--- src/rtl/riscv_enc_pkg.sv ---
// -----------------------------------------------------------------------------
// riscv_enc_pkg
// Shared types and constants for the RV32I instruction encoder.
//   fmt_e        : request format codes carried on in_fmt
//   OPC_*        : RV32I major opcodes
//   state_e      : encoder output-stage state
//   fits_simm12  : true when a 32-bit value sign-extends from 12 bits
// -----------------------------------------------------------------------------
package riscv_enc_pkg;

    typedef enum logic [2:0] {
        FMT_R   = 3'd0,
        FMT_I   = 3'd1,
        FMT_S   = 3'd2,
        FMT_B   = 3'd3,
        FMT_U   = 3'd4,
        FMT_J   = 3'd5,
        FMT_LI  = 3'd6,
        FMT_RSV = 3'd7
    } fmt_e;

    localparam logic [6:0] OPC_OP     = 7'h33;
    localparam logic [6:0] OPC_OP_IMM = 7'h13;
    localparam logic [6:0] OPC_LOAD   = 7'h03;
    localparam logic [6:0] OPC_STORE  = 7'h23;
    localparam logic [6:0] OPC_BRANCH = 7'h63;
    localparam logic [6:0] OPC_JAL    = 7'h6F;
    localparam logic [6:0] OPC_JALR   = 7'h67;
    localparam logic [6:0] OPC_LUI    = 7'h37;
    localparam logic [6:0] OPC_AUIPC  = 7'h17;

    typedef enum logic [1:0] {
        ST_EMPTY = 2'd0,
        ST_HOLD  = 2'd1,
        ST_LI_HI = 2'd2,
        ST_LI_LO = 2'd3
    } state_e;

    // Bits 31..11 all equal means the value survives a 12-bit sign-extension.
    function automatic logic fits_simm12(input logic [31:0] v);
        return (&v[31:11]) | ~(|v[31:11]);
    endfunction

endpackage

--- src/rtl/instr_field_pack.sv ---
// -----------------------------------------------------------------------------
// instr_field_pack
// Purely combinational packer: format + instruction fields -> 32-bit word.
//   fmt_i               : R/I/S/B/U/J (anything else packs to zero)
//   opcode_i, funct3_i, funct7_i, rd_i, rs1_i, rs2_i : raw fields
//   imm_i               : immediate in byte/value units; unused bits ignored
//   instr_o             : packed instruction word
// -----------------------------------------------------------------------------
module instr_field_pack
    import riscv_enc_pkg::*;
(
    input  fmt_e        fmt_i,
    input  logic [6:0]  opcode_i,
    input  logic [2:0]  funct3_i,
    input  logic [6:0]  funct7_i,
    input  logic [4:0]  rd_i,
    input  logic [4:0]  rs1_i,
    input  logic [4:0]  rs2_i,
    input  logic [31:0] imm_i,
    output logic [31:0] instr_o
);

    always_comb begin
        // NOTE: every always_comb output gets a default first so no path can infer a latch.
        instr_o = '0;
        case (fmt_i)
            FMT_R: instr_o = {funct7_i, rs2_i, rs1_i, funct3_i, rd_i, opcode_i};
            FMT_I: instr_o = {imm_i[11:0], rs1_i, funct3_i, rd_i, opcode_i};
            FMT_S: instr_o = {imm_i[11:5], rs2_i, rs1_i, funct3_i, imm_i[4:0], opcode_i};
            FMT_B: instr_o = {imm_i[12], imm_i[10:5], rs2_i, rs1_i, funct3_i,
                              imm_i[4:1], imm_i[11], opcode_i};
            FMT_U: instr_o = {imm_i[31:12], rd_i, opcode_i};
            FMT_J: instr_o = {imm_i[20], imm_i[10:1], imm_i[11], imm_i[19:12],
                              rd_i, opcode_i};
            default: instr_o = '0;
        endcase
    end

endmodule

--- src/rtl/instr_encoder.sv ---
// -----------------------------------------------------------------------------
// instr_encoder
// Sequential RV32I instruction encoder with a registered valid/ready output.
// Optional feature macro: INSTR_ENCODER_LI_EN (LI pseudo-instruction expansion).
// Without it, fmt=6 is treated as reserved and dropped with an err pulse.
//   clk, rst_n          : clock (rising), async active-low reset
//   in_valid/in_ready   : request handshake
//   in_fmt, in_opcode, in_funct3, in_funct7, in_rd, in_rs1, in_rs2, in_imm
//                       : request fields
//   out_valid/out_ready : output handshake
//   out_instr, out_last : encoded word, final word of its request
//   err                 : one-cycle pulse, request dropped
//   emit_count          : words handed off (wraps)
// -----------------------------------------------------------------------------
module instr_encoder
    import riscv_enc_pkg::*;
#(
    parameter int COUNT_W = 16
) (
    input  logic               clk,
    input  logic               rst_n,
    input  logic               in_valid,
    output logic               in_ready,
    input  logic [2:0]         in_fmt,
    input  logic [6:0]         in_opcode,
    input  logic [2:0]         in_funct3,
    input  logic [6:0]         in_funct7,
    input  logic [4:0]         in_rd,
    input  logic [4:0]         in_rs1,
    input  logic [4:0]         in_rs2,
    input  logic [31:0]        in_imm,
    output logic               out_valid,
    input  logic               out_ready,
    output logic [31:0]        out_instr,
    output logic               out_last,
    output logic               err,
    output logic [COUNT_W-1:0] emit_count
);

    fmt_e               req_fmt;
    state_e             state_q, state_d;
    logic [31:0]        instr_q, instr_d;
    logic               last_q, last_d;
    logic               err_q, err_d;
    logic [COUNT_W-1:0] count_q, count_d;

    logic               accept, out_hs, load_new;
    logic               req_err, req_two;

    // Inputs to the packer producing the first (often only) word of a request.
    fmt_e               p_fmt;
    logic [6:0]         p_opcode;
    logic [2:0]         p_funct3;
    logic [6:0]         p_funct7;
    logic [4:0]         p_rs1, p_rs2;
    logic [31:0]        p_imm;
    logic [31:0]        first_word;

    assign req_fmt  = fmt_e'(in_fmt);
    assign accept   = in_valid && in_ready;
    assign out_hs   = out_valid && out_ready;
    assign load_new = accept && !req_err;

`ifdef INSTR_ENCODER_LI_EN
    logic [19:0] li_hi;
    logic [11:0] li_lo;
    logic        li_sext;
    logic [31:0] lo_word_q, lo_word_d, addi_word;

    // Rounded upper part so that LUI hi + sign-extended lo rebuilds imm.
    assign li_hi   = 20'((in_imm + 32'h0000_0800) >> 12);
    assign li_lo   = in_imm[11:0];
    assign li_sext = fits_simm12(in_imm);
    assign req_two = (req_fmt == FMT_LI) && !li_sext && (li_lo != 12'd0);

    // Second word of a two-word LI: ADDI rd, rd, lo.
    instr_field_pack u_pack_lo (
        .fmt_i    (FMT_I),
        .opcode_i (OPC_OP_IMM),
        .funct3_i (3'd0),
        .funct7_i (7'd0),
        .rd_i     (in_rd),
        .rs1_i    (in_rd),
        .rs2_i    (5'd0),
        .imm_i    ({20'd0, li_lo}),
        .instr_o  (addi_word)
    );
`else
    assign req_two = 1'b0;
`endif

    always_comb begin
        req_err = 1'b0;
        case (req_fmt)
            FMT_B, FMT_J: req_err = in_imm[0];
            FMT_RSV:      req_err = 1'b1;
`ifndef INSTR_ENCODER_LI_EN
            FMT_LI:       req_err = 1'b1;
`endif
            default:      req_err = 1'b0;
        endcase
    end

    // LI reuses the packer: ADDI rd,x0,lo for small values, else LUI rd,hi.
    always_comb begin
        p_fmt    = req_fmt;
        p_opcode = in_opcode;
        p_funct3 = in_funct3;
        p_funct7 = in_funct7;
        p_rs1    = in_rs1;
        p_rs2    = in_rs2;
        p_imm    = in_imm;
`ifdef INSTR_ENCODER_LI_EN
        if (req_fmt == FMT_LI) begin
            p_funct3 = 3'd0;
            p_funct7 = 7'd0;
            p_rs1    = 5'd0;
            p_rs2    = 5'd0;
            if (li_sext) begin
                p_fmt    = FMT_I;
                p_opcode = OPC_OP_IMM;
                p_imm    = {20'd0, li_lo};
            end else begin
                p_fmt    = FMT_U;
                p_opcode = OPC_LUI;
                p_imm    = {li_hi, 12'd0};
            end
        end
`endif
    end

    instr_field_pack u_pack_main (
        .fmt_i    (p_fmt),
        .opcode_i (p_opcode),
        .funct3_i (p_funct3),
        .funct7_i (p_funct7),
        .rd_i     (in_rd),
        .rs1_i    (p_rs1),
        .rs2_i    (p_rs2),
        .imm_i    (p_imm),
        .instr_o  (first_word)
    );

    // ---------------- state register ----------------
    always_ff @(posedge clk or negedge rst_n) begin
        // NOTE: sequential state uses non-blocking assignments so all registers update together.
        if (!rst_n) state_q <= ST_EMPTY;
        else        state_q <= state_d;
    end

    // ---------------- next-state logic ----------------
    always_comb begin
        state_d = state_q;
        case (state_q)
            ST_EMPTY: begin
                // An erroring request is consumed without leaving EMPTY.
                if (load_new) state_d = req_two ? ST_LI_HI : ST_HOLD;
            end
`ifdef INSTR_ENCODER_LI_EN
            ST_LI_HI: begin
                if (out_hs) state_d = ST_LI_LO;
            end
            ST_HOLD, ST_LI_LO: begin
`else
            ST_HOLD: begin
`endif
                if (out_hs) begin
                    if (load_new) state_d = req_two ? ST_LI_HI : ST_HOLD;
                    else          state_d = ST_EMPTY;
                end
            end
            default: state_d = ST_EMPTY;
        endcase
    end

    // ---------------- output logic ----------------
    always_comb begin
        out_valid = (state_q != ST_EMPTY);
        in_ready  = (state_q == ST_EMPTY) ||
                    (((state_q == ST_HOLD) || (state_q == ST_LI_LO)) && out_ready);
    end

    // ---------------- datapath registers ----------------
    always_comb begin
        instr_d = instr_q;
        last_d  = last_q;
        if (load_new) begin
            instr_d = first_word;
            last_d  = !req_two;
`ifdef INSTR_ENCODER_LI_EN
        end else if ((state_q == ST_LI_HI) && out_hs) begin
            instr_d = lo_word_q;
            last_d  = 1'b1;
`endif
        end
        err_d   = accept && req_err;
        count_d = out_hs ? count_q + COUNT_W'(1) : count_q;
    end

`ifdef INSTR_ENCODER_LI_EN
    assign lo_word_d = load_new ? addi_word : lo_word_q;
`endif

    always_ff @(posedge clk or negedge rst_n) begin
        if (!rst_n) begin
            instr_q   <= '0;
            last_q    <= 1'b0;
            err_q     <= 1'b0;
            count_q   <= '0;
`ifdef INSTR_ENCODER_LI_EN
            // NOTE: the pending ADDI word is reset too so a mid-LI reset leaves no stale word behind.
            lo_word_q <= '0;
`endif
        end else begin
            instr_q   <= instr_d;
            last_q    <= last_d;
            err_q     <= err_d;
            count_q   <= count_d;
`ifdef INSTR_ENCODER_LI_EN
            lo_word_q <= lo_word_d;
`endif
        end
    end

    assign out_instr  = instr_q;
    assign out_last   = last_q;
    assign err        = err_q;
    assign emit_count = count_q;

endmodule

--- config.mk ---
export PLATFORM = sky130hd
export DESIGN_NAME = instr_encoder
export DESIGN_NICKNAME = d
export VERILOG_FILES = /design/src/rtl/riscv_enc_pkg.sv /design/src/rtl/instr_field_pack.sv /design/src/rtl/instr_encoder.sv
export SDC_FILE = /design/constraint.sdc
export NUM_CORES = 1
export LEC_CHECK = 0
export CORE_AREA = 4 4 93 95
export CTS_BUF_LIST = sky130_fd_sc_hd__clkbuf_4 sky130_fd_sc_hd__clkbuf_8 sky130_fd_sc_hd__clkbuf_16
export DETAILED_ROUTE_END_ITERATION = 10
export DIE_AREA = 0 0 97 99
export MAX_ROUTING_LAYER = met4
export PLACE_DENSITY = 0.69
export SKIP_LAST_GASP = 1
export SYNTH_ARGS = -nofsm -noshare
export SYNTH_HDL_FRONTEND = slang
export SYNTH_SLANG_ARGS = --single-unit
--- constraint.sdc ---
create_clock -name clk -period 1.25 [get_ports clk]
set_input_delay 0.25 -clock clk [delete_from_list [all_inputs] [get_ports clk]]
set_output_delay 0.25 -clock clk [all_outputs]
set_load 0.02 [all_outputs]
# Yosys cells after proc, flatten, opt, wreduce, memory -nomap -nowiden
# Index checks and enable logic that the tools add are counted.
# Widths: inputs -> output; s select.
[word_totals]
input_bits = 71
ram_bits = 0
mem_bits_ro = 0
n_memories = 0
out_inout_bits = 52
word_cells = 37
latchBits = 0
regBits = 52
[classes]
div_mod_pow = 0
n_shift = 0
n_reduce_logical = 14
muxes = 6
n_addsub = 1
magnitude_cmp = 0
multipliers = 0
bitwise = 0
n_eq_ne = 11
[op_table]
columns = ["operator", "count"]
rows = [
  ["$pmux 32 s6", 1],
  ["$add 16x1->16 const B", 1],
  ["$eq 3x3->1 const B", 4],
  ["$eq 3x2->1 const B", 2],
  ["$logic_and 1x1->1", 5],
  ["$mux 2", 2],
  ["$ne 2x2->1 const B", 2],
  ["$pmux 2 s2", 1],
  ["$reduce_or 2->1", 2],
  ["$eq 3x1->1 const B", 1],
  ["$logic_not 3->1", 1],
  ["$eq 2x1->1 const B", 1],
  ["$eq 2x2->1 const B", 1],
  ["$logic_not 2->1", 1],
  ["$logic_or 1x1->1", 2],
  ["$pmux 1 s2", 1],
  ["$reduce_and 2->1", 1],
  ["$reduce_bool 2->1", 1],
  ["$logic_not 1->1", 1],
  ["$mux 1", 1],
]

# Longest topological paths before layout
[depth]
depth_word = 9
ltp_mapped = 7
mapped_depth_nobuf = 5

# Hierarchy
# Synthesis repeated with hierarchy kept, for this count alone.
[unflattened]
cells_unflattened = 225
area_unflattened_um2 = 2693.8
[modules_own_cells]
columns = ["module", "area_per_inst_um2", "n_inst", "cells_per_inst", "seq_area_each_um2"]
rows = [
  ["instr_encoder", 2135.8, 1, 137, 1276.2],
  ["instr_field_pack", 558.0, 1, 88, 0.0],
]

# Least setup slack after synthesis
# No wires, ideal clock.
[synth_timing]
path_type = "reg2reg"
start = "register state_q[0]"
end = "register instr_q[0], in the netlist out_instr[0]"
stages_incl_launch_ff = 5
path_buffers = 1
t_required_ns = 1.125
setup_time_ns = 0.125
synth_period_minus_slack_ns = 1.507
arrival_time_ns = 1.382
slack_ns = -0.257
path_cell_list = "dfrtp_1 -> nand2b_1 -> o211ai_2 -> buf_6 -> mux2_4"
[synth_via]
elab_chain_len = 6
word_cells_on_any_way = 8
cone_classes = "eq/ne (2); reduce/logical (6)"
[synth_lines]
columns = ["element", "line", "source"]
rows = [
  ["start: declaration", "instr_encoder.sv:41", "state_e state_q, state_d;"],
  ["start signal: assignment", "instr_encoder.sv:148", "else state_q <= state_d;"],
  ["$eq 2x1->1 / $eq 2x2->1 (equally long branches)", "instr_encoder.sv:180", "(((state_q == ST_HOLD) || (state_q == ST_LI_LO)) && out_ready);"],
  ["$logic_or 1x1->1", "instr_encoder.sv:180", ""],
  ["$logic_and 1x1->1", "instr_encoder.sv:180", ""],
  ["$logic_or 1x1->1 *", "instr_encoder.sv:179", "in_ready = (state_q == ST_EMPTY) ||"],
  ["net in_ready", "instr_encoder.sv:23", "output logic in_ready,"],
  ["$logic_and 1x1->1 *", "instr_encoder.sv:60", "assign accept = in_valid && in_ready;"],
  ["$logic_and 1x1->1 *", "instr_encoder.sv:62", "assign load_new = accept && !req_err;"],
  ["end signal: assignment", "instr_encoder.sv:215", "instr_q <= instr_d;"],
  ["end: declaration", "instr_encoder.sv:42", "logic [31:0] instr_q, instr_d;"],
]
# The timed path passes the listed nets; every way through them passes the cells marked *.
# A chain may end at the register's enable or synchronous reset.

# Worst setup path in the final report
[layout_timing]
start = "register state_q[0]"
end = "output port out_valid"
[layout_via]
elab_chain_len = 1
[layout_lines]
columns = ["element", "line", "source"]
rows = [
  ["$reduce_bool 2->1", "instr_encoder.sv:178", "out_valid = (state_q != ST_EMPTY);"],
  ["end: declaration", "instr_encoder.sv:32", "output logic out_valid,"],
]
# No other way between the ends.

==> results.json <==
{
  "gp_congestion": 0.8294,
  "grt_first_pass_wirelength_um": 11920,
  "critPathKind": "reg2out",
  "grt_overflow_total": 0,
  "min_path_type": "reg2reg",
  "insertion_delay_ps": 290,
  "drc": 0,
  "min_path_cells": 1,
  "synth_cells": 252,
  "grt_antenna_before_repair": 0,
  "post_drt_wl_per_cell_um": 14.24,
  "initial_core_util_pct": 32.76,
  "cpMaxStageDelayCell": "dfrtp_2",
  "final_cell_mix": "clkdlybuf4s50_1, buf_4, dfrtp_1",
  "ys_warn_count": 0,
  "cp_max_fo": 5,
  "synth_cell_types": 34,
  "path_delay_family": "flip-flops",
  "cts_tree": "built",
  "dpl.hpwl_um": 5651,
  "via_per_inst": 4.662,
  "use_met1_pct": 18.60,
  "hp-start": "out_last$_DFFE_PN0P_",
  "synth-seq-cells": 51,
  "violations": "setup timing",
  "synth_edf_count": 0,
  "finalWirelength_um": 7488,
  "setup_violations": 41,
  "dieHeight_um": 99,
  "cp_slowest_stage_delay_ps": 420,
  "rsz0062_at_grt": "true",
  "cts_made_buffers": 5,
  "drt_iter0_markers": 48,
  "vias": 2452,
  "grtUsageMet2_pct": 25.90,
  "worstMarginPinSlew_ps": 489.1,
  "num-nets-final": 495,
  "dieArea_um2": 9603,
  "seqPwrFrac_pct": 42.1,
  "clock.fmax_mhz": 742.3,
  "syn_nets": 324,
  "h-tree-depth": 2,
  "grt_max_degree": 52,
  "r2r_cells": 5,
  "regArea_um2": 1291,
  "ant_nets": 0,
  "fin_skew_ps": 4.958,
  "start_kind": "register",
  "ys.flop_type": "dfrtp_1",
  "drv_cap": 0,
  "crit_required_ps": 1000,
  "die_w_um": 97,
  "first_global_vias": 2503,
  "worstHoldEndpoint": "out_last$_DFFE_PN0P_",
  "timing.rr.end": "out_instr[1]$_DFFE_PN0P_",
  "use_met3_pct": 4.176,
  "p_sw_share_pct": 33.79,
  "slew_headroom_pct": 67.36,
  "p_clk_share_pct": 19.3,
  "syn_area_um2": 2531,
  "synth-async-reset-ratio_pct": 100.0,
  "worst_slack_ps": -97.08,
  "multi_input_area_um2": 1311,
  "post-place-ws_ps": -720.1,
  "clock-sinks": 51,
  "p_int_uw": 3414,
  "end_kind": "primary output",
  "cts-root-buf": "clkbuf_8",
  "hold_violations": 0,
  "ir_drop_mv": 0.4849,
  "fillers": 685,
  "avgSynthCellArea_um2": 10.04,
  "hold_slack_ps": 473.4,
  "antenna_cells": 0,
  "syn2layout_area_growth_pct": 77.21,
  "finish.utilization_pct": 58.05,
  "comb_power_share_pct": 38.6,
  "drv_slew": 0,
  "crit_buf_inv": 1,
  "dr.pass1.iters": 4,
  "cts_buffer_depth": 2,
  "post_route_cells_drive_above_1_share_pct": 39.39,
  "p_per_area_nw_per_um2": 1149,
  "worstPathCellList": "dlygate4sd2_1",
  "status": "complete, but fails checks",
  "fin_crit_ps": 1347,
  "r2r_start": "state_q[0]$_DFFE_PN0P_",
  "fin_crit_sh_pct": 107.8,
  "layout_commonest_cell": "clkdlybuf4s50_1",
  "cp.arrival_ps": 1100,
  "worst-r2r-setup-slack_ps": -100,
  "row_count": 32,
  "cellLeakagePower_uw": 0.002061,
  "cts.reportedPaths.clkPinSlew_ps": 90,
  "io_buffers": 122,
  "coreArea_um2": 7727,
  "grt_busiest_layer": "met2",
  "seq_area_frac_synth_pct": 50.42,
  "p_sw_uw": 1742,
  "grt_usage_pct": 15.51,
  "io_pins": 123
}
[per-layer routing]
layer  vias up  routed length, um
met5         -                  0
met4         0                 89
met3        10                517
met2        87               3641
met1      1141               3239
li1       1214                  -
[worst reg2reg max path, stage by stage, from the launching register on]
cell	delay [ps]
dfrtp_2	420
nand2b_4	70
buf_6	120
o211ai_4	120
buf_12	200
mux2_4	310
[Yosys cell counts (all sizes together), types with 4 or more instances]
library cell  count  area share [%]
mux2              9             5.0
nand2            38             5.6
a2bb2oi           5             1.7
nand3             8             1.8
o21ai            34             6.7
inv               5            0.74
xor2              6             2.1
a22oi            10             3.0
clkbuf            4            0.59
nor2              8             1.2
dfrtp            51              50
xnor2             9             3.1
buf              10             2.8
nor2b            16             4.0
mux2i            10             4.0
a21oi            13             2.6
[state kept, by name (all words and copies together) (netlist names)]
name,count
out_instr,32
state_q,1
err,1
emit_count,16
out_last,1
[logic make-up (layout without fill, tap and decap cells)]
group                    after synthesis  after routing  share of synthesized area, %
adder cells (fa/ha/maj)                1              1                        0.4942
XOR/XNOR                              15             15                         5.190
AO/OA/AOI/OAI                         66             66                         15.37
buffers and inverters                 19            191                         4.102
AND/OR/NAND/NOR                       81             81                         15.42
flip-flops                            51             51                         50.42
multiplexers                          19             19                         8.997
[metrics by stage]
step	area [um^2]	power (uW)	setup TNS [ps]	instances
6_report	4486	5156	-2161	526
5_1_grt	4486	5458	-5094	526
4_1_cts	4484	5187	-3154	521
3_5_place_dp	4207	4219	-25280	504
3_3_place_gp	4207	4186	-23970	504
2_1_floorplan	2589	3062	-664.1	252
[power by group through the flow]
stage                     combinational (uW)  sequential, uW  clock [uW]
after floorplan                          537            2530           0
after global placement                  2000            2190           0
after detailed placement                2030            2190           0
after CTS                               1980            2170        1030
after global routing                    2150            2210        1100
final                                   1990            2170         997
[cell type report]
class / instances / area share (%)
clock inverters: 1 / 0.1116
well taps: 102 / 2.845
clock buffers: 7 / 2.008
repair buffers: 178 / 36.60
multi-input cells: 182 / 29.23
flip-flops and latches: 51 / 28.79
inverters: 5 / 0.4184
[how the worst max path moves through the flow]
stage	startpoint	end	slack (ps)	cells after the start
after floorplan	state_q[0]$_DFFE_PN0P_	out_instr[0]$_DFFE_PN0P_	-60	4
after global placement	in_fmt[2]	out_instr[27]$_DFFE_PN0P_	-670	5
after global routing	state_q[0]$_DFFE_PN0P_	emit_count[9]$_DFFE_PN0P_	-170	4
after detailed placement	in_fmt[2]	out_instr[28]$_DFFE_PN0P_	-720	5
final	state_q[0]$_DFFE_PN0P_	out_valid	-100	1
after CTS	state_q[0]$_DFFE_PN0P_	out_instr[1]$_DFFE_PN0P_	-110	5
[what timing repair did]
item,4_1_cts,5_1_grt
endpoints found under the setup margin,96,76
pin swaps,13,4
hold buffers,1,0
gates resized for setup,168,55
gates cloned,2,2
endpoints found under the hold margin,51,0
setup buffers,6,3
Power figures use the tool's default switching activity.
